`src/rtl/shifter_pkg.sv`:
```
// Shared definitions for the pipelined shifter: operation encodings.
package shifter_pkg;

  typedef enum logic [1:0] {
    OP_SLL  = 2'b00,
    OP_SRL  = 2'b01,
    OP_SRA  = 2'b10,
    OP_ROTR = 2'b11
  } shift_op_t;

endpackage

```
`src/rtl/pipelined_shifter_if.sv`:
```
// Operand/result handshake bundle for pipelined_shifter; valid/ready on both sides.
interface pipelined_shifter_if
  import shifter_pkg::*;
#(
  parameter int N = 32
);

  logic         in_valid;
  logic         in_ready;
  logic [N-1:0] A;
  logic [N-1:0] B;
  shift_op_t    op;
  logic         out_valid;
  logic         out_ready;
  logic [N-1:0] Z;
  logic         out_illegal;

  modport master (
    output in_valid, A, B, op, out_ready,
    input  in_ready, out_valid, Z, out_illegal
  );

  modport slave (
    input  in_valid, A, B, op, out_ready,
    output in_ready, out_valid, Z, out_illegal
  );

endinterface

```
`src/rtl/shift_stage.sv`:
```
// Combinational shift by amt*STEP for one pipeline stage; right shifts insert 'fill'.
// Rotate path exists only when SHIFTER_ROTATE_EN is defined, otherwise op=ROTR yields 0.
module shift_stage
  import shifter_pkg::*;
#(
  parameter  int N    = 32,
  parameter  int STEP = 1,
  localparam int SW   = $clog2(N)
) (
  input  logic [N-1:0]  data,
  input  logic [SW-1:0] amt,
  input  shift_op_t     op,
  input  logic          fill,
  output logic [N-1:0]  result
);

  localparam int           LS   = $clog2(STEP);
  localparam logic [N-1:0] ONES = '1;

  logic [SW-1:0] sh;
  assign sh = amt << LS;

`ifdef SHIFTER_ROTATE_EN
  logic [SW:0] lsh;
  assign lsh = (SW+1)'(N) - {1'b0, sh};
`endif

  always_comb begin
    result = '0;
    case (op)
      OP_SLL:         result = data << sh;
      // SRL and SRA differ only in the fill bit chosen by the caller
      OP_SRL, OP_SRA: result = (data >> sh) | ({N{fill}} & ~(ONES >> sh));
`ifdef SHIFTER_ROTATE_EN
      OP_ROTR:        result = (data >> sh) | (data << lsh);
`endif
      default:        result = '0;
    endcase
  end

endmodule

```
`src/rtl/pipelined_shifter.sv`:
```
// Two-stage shifter (coarse then fine), 2-cycle latency, stages stall under out_ready backpressure.
// Define SHIFTER_ROTATE_EN to enable ROTR; otherwise op=11 returns 0 with out_illegal set.
module pipelined_shifter
  import shifter_pkg::*;
#(
  parameter  int N  = 32,
  localparam int SW = $clog2(N)
) (
  input logic                clk,
  input logic                rst,
  pipelined_shifter_if.slave bus
);

  localparam int FW = SW / 2;
  localparam int CW = SW - FW;

  logic          s1_valid, s2_valid, s1_ready, s2_ready;
  logic [N-1:0]  coarse_res, s1_next, s1_data, fine_res, z_q;
  logic [FW-1:0] s1_fine;
  shift_op_t     s1_op;
  logic          s1_fill, s1_illegal, ill_q;
  logic          sat, coarse_fill, illegal_in;

  assign s2_ready      = !s2_valid || bus.out_ready;
  assign s1_ready      = !s1_valid || s2_ready;
  assign bus.in_ready  = s1_ready;
  assign bus.out_valid = s2_valid;
  assign bus.Z         = z_q;
  assign bus.out_illegal = ill_q;

  assign sat         = |bus.B[N-1:SW];
  assign coarse_fill = (bus.op == OP_SRA) && bus.A[N-1];

`ifdef SHIFTER_ROTATE_EN
  assign illegal_in = 1'b0;
`else
  assign illegal_in = (bus.op == OP_ROTR);
`endif

  shift_stage #(.N(N), .STEP(1 << FW)) u_coarse (
    .data   (bus.A),
    .amt    ({{FW{1'b0}}, bus.B[SW-1:FW]}),
    .op     (bus.op),
    .fill   (coarse_fill),
    .result (coarse_res)
  );

  // Out-of-range amounts saturate here; the fine stage then leaves all-zero or all-sign intact.
  always_comb begin
    s1_next = coarse_res;
    if (illegal_in) begin
      s1_next = '0;
    end else if (sat && bus.op != OP_ROTR) begin
      s1_next = {N{coarse_fill}};
    end
  end

  always_ff @(posedge clk) begin
    if (rst) begin
      s1_valid   <= 1'b0;
      s1_data    <= '0;
      s1_fine    <= '0;
      s1_op      <= OP_SLL;
      s1_fill    <= 1'b0;
      s1_illegal <= 1'b0;
    end else if (s1_ready) begin
      s1_valid <= bus.in_valid;
      if (bus.in_valid) begin
        s1_data    <= s1_next;
        s1_fine    <= bus.B[FW-1:0];
        s1_op      <= bus.op;
        s1_fill    <= coarse_fill;
        s1_illegal <= illegal_in;
      end
    end
  end

  shift_stage #(.N(N), .STEP(1)) u_fine (
    .data   (s1_data),
    .amt    ({{CW{1'b0}}, s1_fine}),
    .op     (s1_op),
    .fill   (s1_fill),
    .result (fine_res)
  );

  always_ff @(posedge clk) begin
    if (rst) begin
      s2_valid <= 1'b0;
      z_q      <= '0;
      ill_q    <= 1'b0;
    end else if (s2_ready) begin
      s2_valid <= s1_valid;
      if (s1_valid) begin
        z_q   <= fine_res;
        ill_q <= s1_illegal;
      end
    end
  end

endmodule

```
`src/flat_wrapper.sv`:
```
// flat-port wrapper written by rule: the top's interface ports become plain ports
module pipelined_shifter_flat import shifter_pkg::*;
#(
  parameter  int N  = 32,
  localparam int SW = $clog2(N)
)
  (clk, rst, bus_in_valid, bus_A, bus_B, bus_op, bus_out_ready, bus_in_ready, bus_out_valid, bus_Z, bus_out_illegal);
  pipelined_shifter_if #(.N(N)) bus_i ();
  input logic clk;
  input logic rst;
  input wire logic [$bits(bus_i.in_valid)-1:0] bus_in_valid;
  input wire logic [$bits(bus_i.A)-1:0] bus_A;
  input wire logic [$bits(bus_i.B)-1:0] bus_B;
  input wire logic [$bits(bus_i.op)-1:0] bus_op;
  input wire logic [$bits(bus_i.out_ready)-1:0] bus_out_ready;
  output wire logic [$bits(bus_i.in_ready)-1:0] bus_in_ready;
  output wire logic [$bits(bus_i.out_valid)-1:0] bus_out_valid;
  output wire logic [$bits(bus_i.Z)-1:0] bus_Z;
  output wire logic [$bits(bus_i.out_illegal)-1:0] bus_out_illegal;
  assign bus_i.in_valid = bus_in_valid;
  assign bus_i.A = bus_A;
  assign bus_i.B = bus_B;
  assign bus_i.op = bus_op;
  assign bus_i.out_ready = bus_out_ready;
  assign bus_in_ready = bus_i.in_ready;
  assign bus_out_valid = bus_i.out_valid;
  assign bus_Z = bus_i.Z;
  assign bus_out_illegal = bus_i.out_illegal;
  pipelined_shifter #(.N(N)) u_core (.clk(clk), .rst(rst), .bus(bus_i));
endmodule
```
`config.mk`:
```
export PLATFORM = sky130hd
export DESIGN_NAME = pipelined_shifter_flat
export DESIGN_NICKNAME = d
export VERILOG_FILES = /design/src/rtl/shifter_pkg.sv /design/src/rtl/pipelined_shifter_if.sv /design/src/rtl/shift_stage.sv /design/src/rtl/pipelined_shifter.sv /design/src/flat_wrapper.sv
export SDC_FILE = /design/constraint.sdc
export NUM_CORES = 1
export LEC_CHECK = 0
export CAP_MARGIN = 20
export CORE_MARGIN = 4
export CORE_UTILIZATION = 40
export DETAILED_ROUTE_END_ITERATION = 16
export REMOVE_ABC_BUFFERS = 1
export SETUP_SLACK_MARGIN = 0.4
export SLEW_MARGIN = 10
export SYNTH_ARGS = -nofsm -noshare
export SYNTH_HDL_FRONTEND = slang
export SYNTH_SLANG_ARGS = --single-unit
```
`constraint.sdc`:
```
create_clock -name clk -period 2.6 [get_ports clk]
set_input_delay 0.52 -clock clk [delete_from_list [all_inputs] [get_ports clk]]
set_output_delay 0.52 -clock clk [all_outputs]
set_load 0.01 [all_outputs]
```
==> results of run 1 <==
[area by class of cell]
type                            instances  area share, %
Inverter                               13          0.546
Clock inverter                          5          0.630
Tap cell                              216           3.02
Sequential cell                        73           16.4
Clock buffer                           11           2.60
Timing Repair Buffer                  205           21.6
Multi-Input combinational cell        564           55.2
[per-layer routing]
| metal | part of all wire, % | routed length, um |
|---|---|---|
| met5 | 0 | 0 |
| met4 | 2.2 | 520 |
| met3 | 4.7 | 1110 |
| met2 | 47 | 11200 |
| met1 | 46 | 10800 |
[stage by stage]
stage,setup TNS (ns),util (%),hold WS (ns),std cells
after floorplan,-28.79,-,0.430,649
after global placement,-0.213,52.1,0.449,1063
after CTS,0,54.1,0.460,1080
after detailed placement,-0.390,52.1,0.451,1063
final,0,55.9,0.460,1087
after global routing,0,55.9,0.489,1087
[timing repair]
action / in CTS / in global routing
pin swaps: 0 / 12
resized for setup: 7 / 45
buffers inserted: 1 / 6
gates cloned: 0 / 1
setup endpoints to repair: 16 / 32
[Yosys cell counts (7+ instances only)]
library cell	n
a211oi_1	9
dfxtp_1	73
a221oi_1	14
nor2b_1	10
buf_2	24
a32o_1	12
nand2_1	75
a22o_1	19
nand2b_1	7
a22oi_1	39
buf_4	10
o21a_1	7
mux4_2	51
mux2_2	8
clkbuf_1	35
o211ai_1	7
nor3_1	8
inv_1	12
a21oi_1	28
o21ai_1	23
o21ai_0	13
mux2i_1	86
nor4_1	7
nor2_1	54
nand3_1	11
[registers in the layout, summed over array words and instances, names as in the netlist]
name	cells
u_core.bus.out_illegal	1
u_core.s1_valid	1
u_core.s1_fine	2
u_core.bus.out_valid	1
u_core.s1_illegal	1
u_core.s1_op	2
u_core.s1_data	32
u_core.bus.Z	32
u_core.s1_fill	1
[power by group]
group          internal, mW  switching [mW]
sequential             1.14          0.0461
clock                 0.742           0.491
combinational         0.453           0.480
[layout by cell type, fill, tap and decap left out, drive strengths merged, types with 4 or more instances in the layout]
master,n
a221oi,14
o211ai,7
o22ai,5
buf,104
o2111a,5
a22o,19
inv,13
a21oi,28
nand2b,7
nor2b,10
clkbuf,11
nor4,7
o21a,7
nand3b,6
dfxtp,73
o21ai,36
a2111oi,4
nor3,9
mux4,51
a22oi,39
a32o,12
nand2,75
and2,4
mux2i,86
o2bb2ai,4
dlymetal6s2s,12
and3,4
nand3,11
mux2,8
nor2,54
a211oi,9
ha,5
clkdlybuf4s50,88
[how the worst max path moves through the flow]
stage                                     end  slack [ns]  depth (start not counted)
2_1_floorplan   u_core.bus.Z[31]$_SDFFE_PP0P_       -1.03                          5
3_3_place_gp   u_core.s1_data[7]$_SDFFE_PP0P_        -0.1                          9
3_5_place_dp   u_core.s1_data[7]$_SDFFE_PP0P_       -0.12                          9
4_1_cts        u_core.s1_data[4]$_SDFFE_PP0P_        0.37                          9
5_1_grt        u_core.s1_data[7]$_SDFFE_PP0P_        0.38                          7
6_report       u_core.s1_data[7]$_SDFFE_PP0P_        0.42                          7
[worst register-to-register path, delay by kind of cell, from the launching register on]
kind,cells,cell delay (ns)
AOI/OAI and AO/OA,2,0.39
buffers and inverters,1,0.32
DFF,1,0.71
muxes,2,0.39
and+or+nand+nor,1,0.05
[logic make-up (layout without fill, tap and decap cells)]
kind of cell | Yosys count | after routing | share of synthesized area [%]
AO/OA/AOI/OAI | 216 | 216 | 24.6
flip-flops | 73 | 73 | 22.2
multiplexers | 145 | 145 | 31.8
AND/OR/NAND/NOR | 197 | 198 | 13.9
adder cells (fa/ha/maj) | 5 | 5 | 0.948
buffers and inverters | 89 | 234 | 6.54
==> metrics.txt, run 1 <==
Slowest-stage cell, CP or3_4; largest net degree at the start of global routing 35; n_diodes 0; Tmin final 2.18 ns; synthesized area 0.00660 mm2; Post-Syn Instances 725; CTS H-tree lvls 3; Avg Cell Area, Syn 9.10 um2; die height 136 um; Tot GR Track Use 25.1%; Worst R2R Start u_core.s1_fine[1]$_SDFFE_PP0P_; CP Launch Type input port; Cell Pwr Density 375 mW/mm2; Buf/Inv on CP 2; hold wc startpoint u_core.s1_illegal$_SDFFE_PP0P_; Die X 136 um; Core Footprint 0.0160 mm2; post-route design area 0.00894 mm2; status finished, final reports clean; Pleak 3.38 nW; Detail Placement HPWL 18000 um; hold endpoint u_core.s1_illegal$_SDFFE_PP0P_; r2r setup slk 0.63 ns; FF+latch area 0.00147 mm2; IO Port Bufs 104; drt pass-1 iters 5; sequential area share after synthesis 22.2%; Worst Skew 0.00671 ns; FFs w/ async S/R, synth 0%; Hold Crit Depth 2; Distinct cells, synth 62; final net count 941; Global Route met2 Usage 40.8%; DRC Markers 0; Initial DRC Count 572; antenna violations before repair 0; MaxCap Viol Count 0; #FFs+latches synth 73; Arr. time, crit path 2.39 ns; period utilization 83.8%; TritonCTS clock tree yes; total power 3.35 mW; CP top delay family simple AND/OR/NAND/NOR gates; CTS Buffer Depth 2; dominant synthesized flop cell dfxtp_1; Crit Path Class input port to flop; Max Slew Vio Count 0; Clock Root Buffer clkbuf_16; dpl ws -0.118 ns; Placement Cell Area 0.00834 mm2; Hold-fix buffers, CTS 0; drt wl/cell 21.7 um; Top Usage Layer GRT met2; required time of the critical path 2.81 ns; GR Util met1 34.8%; unrepaired setup endpoints after global routing yes; slowest stage delay, CP 0.50 ns; first-pass GRT wire length 36300 um; layout cell share with drive strength beyond 1 24.9%; Slew Limit Headroom 59.3%; clock latency at the later pin of the worst-skew pair 0.34 ns; Tightest Pin Transition 0.611 ns; Yosys top cell by area dfxtp_1; CP Launch Point bus_B[9]; Worst setup EP type flop; R2R Path End u_core.bus.Z[20]$_SDFFE_PP0P_; clock buffer count from CTS 9; met3 GRT Util 2.70%; Synth Warn # 0; cell row count 46; Synth-to-Final Area Change 35.6%; vias in the first global route 6489; share of the synthesized area in the top cell type 22.2%; highest clock rate 459 MHz; # IOs 105; Final GP Congestion 0.992; final hold vios 0; Hold Crit Class flop to flop; Routed WL 23600 um; number of synthesized flops with an enable pin 0; Final Setup Violations 0; grt ovf 0; routed vias 6595; post-route ant nets 0; clk slew on worst S/H paths 0.06 ns; Final WS setup 0.420 ns; vias per cell 6.07; cells along the critical path clkdlybuf4s50_1 -> nor4_1 -> nand2_1 -> or3_4 -> a311oi_4 -> buf_4 -> o21ai_1; Starting Density 41.2%; reg2reg path depth 6; fillers 1463; die area 0.0186 mm2; peak supply drop 0.304 mV; clk sink count 73; multi-input logic area 0.00494 mm2; Critical Path Fanout Max 7; top post-synthesis cells by area dfxtp_1 (22%), mux4_2 (17%), mux2i_1 (13%)
(Power assumes the default switching activity.)
==> run 2, diff against run 1 <==
clock period = 2.1 ns   (was 2.6 ns; I/O delays follow)
==> run 2 against run 1 <==
Worst setup slack got worse by 0.27 ns. Sequential share of layout area shrank 2.0 points. Register-to-register slack worse by 0.29 ns.
==> metrics.txt, run 2 (synthesis results as in run 1) <==
drt pass-1 iters 6; Crit Path Class input port to flop; Critical Path Fanout Max 5; Tot GR Track Use 25.9%; Core Footprint 0.0160 mm2; drt wl/cell 21.5 um; Flop pwr share 33.0%; CTS Buffer Depth 2; multi-input logic area 0.00539 mm2; Detail Placement HPWL 17600 um; CTS H-tree lvls 3; unrepaired setup endpoints after global routing yes; Worst Skew 0.00910 ns; Initial DRC Count 654; IO Port Bufs 104; Arr. time, crit path 2.17 ns; first-pass GRT wire length 38200 um; Routed WL 25000 um; clk slew on worst S/H paths 0.06 ns; die height 136 um; most frequent cells in the layout buf_4 (126), nand2_1 (74), mux2i_1 (73), dfxtp_1 (71), clkdlybuf4s50_1 (54); Synth-to-Final Area Change 55.1%; DRC Markers 0; post-route insts no fill 1164; routed vias 7132; Hold Crit Class input port to flop; Sw Share 30.6%; clock buffer count from CTS 9; Tightest Pin Transition 0.536 ns; power share of the clock group 35.0%; highest clock rate 512 MHz; Final GP Congestion 0.951; largest net degree at the start of global routing 43; Pleak 3.91 nW; period utilization 92.9%; Final Util 64.0%; dpl ws -0.734 ns; placed cells 1093; layout cell share with drive strength beyond 1 39.9%; Int Pwr 3.07 mW; # IOs 105; clock latency at the later pin of the worst-skew pair 0.33 ns; vias per cell 6.13; final net count 1018; post-route ant nets 0; Tmin final 1.95 ns; FF+latch area 0.00147 mm2; Max Slew Vio Count 0; CP Launch Type input port; Cell Pwr Density 432 mW/mm2; cells along the critical path buf_6 -> nor4_2 -> nand2_1 -> buf_6 -> or3_4 -> buf_6 -> a311oi_4 -> buf_4 -> o21ai_2; Hold-fix buffers, CTS 0; grt ovf 0; status finished, final reports clean; final hold vios 0; vias in the first global route 7053; slowest stage delay, CP 0.47 ns; sw power 1.35 mW; peak supply drop 0.399 mV; required time of the critical path 2.32 ns; Clock Root Buffer clkbuf_16; commonest non-fill, non-tap cell in the layout buf_4; Starting Density 41.2%; MaxCap Viol Count 0; Worst setup EP type flop; antenna violations before repair 0; Final Setup Violations 0; die area 0.0186 mm2; cell row count 46; Comb power frac 32.0%; clk sink count 73; Die X 136 um; cell repeated most along the worst path buf_6; fillers 1370; Slew Limit Headroom 63.9%; n_diodes 0; Slowest-stage cell, CP or3_4; TritonCTS clock tree yes; Final WS setup 0.149 ns
[run 2: cell types whose count changed in the layout (fill, tap and decap cells not counted), sizes merged]
cell           change
clkbuf             +8
clkinvlp           +2
or3                -1
clkdlybuf4s15     +11
clkinv             -1
dlymetal6s2s       -7
dlygate4sd2       +11
inv                -1
buf               +89
clkdlybuf4s50     -34
[run 2: worst paths after layout]
kind | startpoint | end | slack, ns | cells past startpoint
worst min register to register | u_core.s1_op[1]$_SDFFE_PP0P_ | u_core.s1_op[1]$_SDFFE_PP0P_ | 0.48 | 2
worst min-delay path | bus_op[0] | u_core.s1_op[0]$_SDFFE_PP0P_ | 0.47 | 4
worst max register to register | u_core.s1_fine[0]$_SDFFE_PP0P_ | u_core.bus.Z[17]$_SDFFE_PP0P_ | 0.34 | 7
worst max-delay path | bus_B[26] | u_core.s1_data[11]$_SDFFE_PP0P_ | 0.15 | 9
[run 2: layer usage]
metal | global-route usage (%) | routed length (um) | vias to the layer above
met4 | 8.90 | 734 | 0
li1 | - | - | 3259
met5 | 0 | 0 | -
met2 | 43.8 | 12200 | 291
met1 | 33.8 | 10800 | 3528
met3 | 4.03 | 1250 | 54
[run 2: power by group through the flow]
stage	Clock, mW	Combinational (mW)	Sequential, mW
floorplan	0	0.507	1.52
global placement	0	1.15	1.49
detailed placement	0	1.17	1.49
CTS	1.56	1.28	1.46
global route	1.63	1.50	1.46
finish	1.55	1.42	1.46
[run 2: metrics by stage]
step                      area (um2)  hold WS (ns)  setup TNS [ns]  power (mW)
after floorplan                 6210         0.430          -46.02        2.02
after global placement          8570         0.468          -20.10        2.64
after detailed placement        8590         0.471          -14.90        2.66
after CTS                       9640         0.476               0        4.30
after global routing           10200         0.464               0        4.59
final                          10200         0.469               0        4.42
[run 2: critical path, delay by kind of cell]
| family | cells | cell delay, ns |
|---|---|---|
| simple gates | 3 | 0.85 |
| compound gates | 2 | 0.34 |
| buf+inv | 4 | 0.56 |
[run 2: repair_timing]
action | in CTS | in global routing
resized for setup | 185 | 97
buffers inserted | 35 | 16
pin swaps | 43 | 76
cloned | 1 | 3
endpoints found under the setup margin | 58 | 62
[run 2: area by class of cell]
| class | count | area share [%] |
|---|---|---|
| inverter | 13 | 0.514 |
| sequential | 73 | 14.4 |
| clock inverter | 5 | 0.538 |
| tap | 216 | 2.64 |
| multi-input combinational | 563 | 52.7 |
| timing repair buffer | 283 | 26.9 |
| clock buffer | 11 | 2.37 |
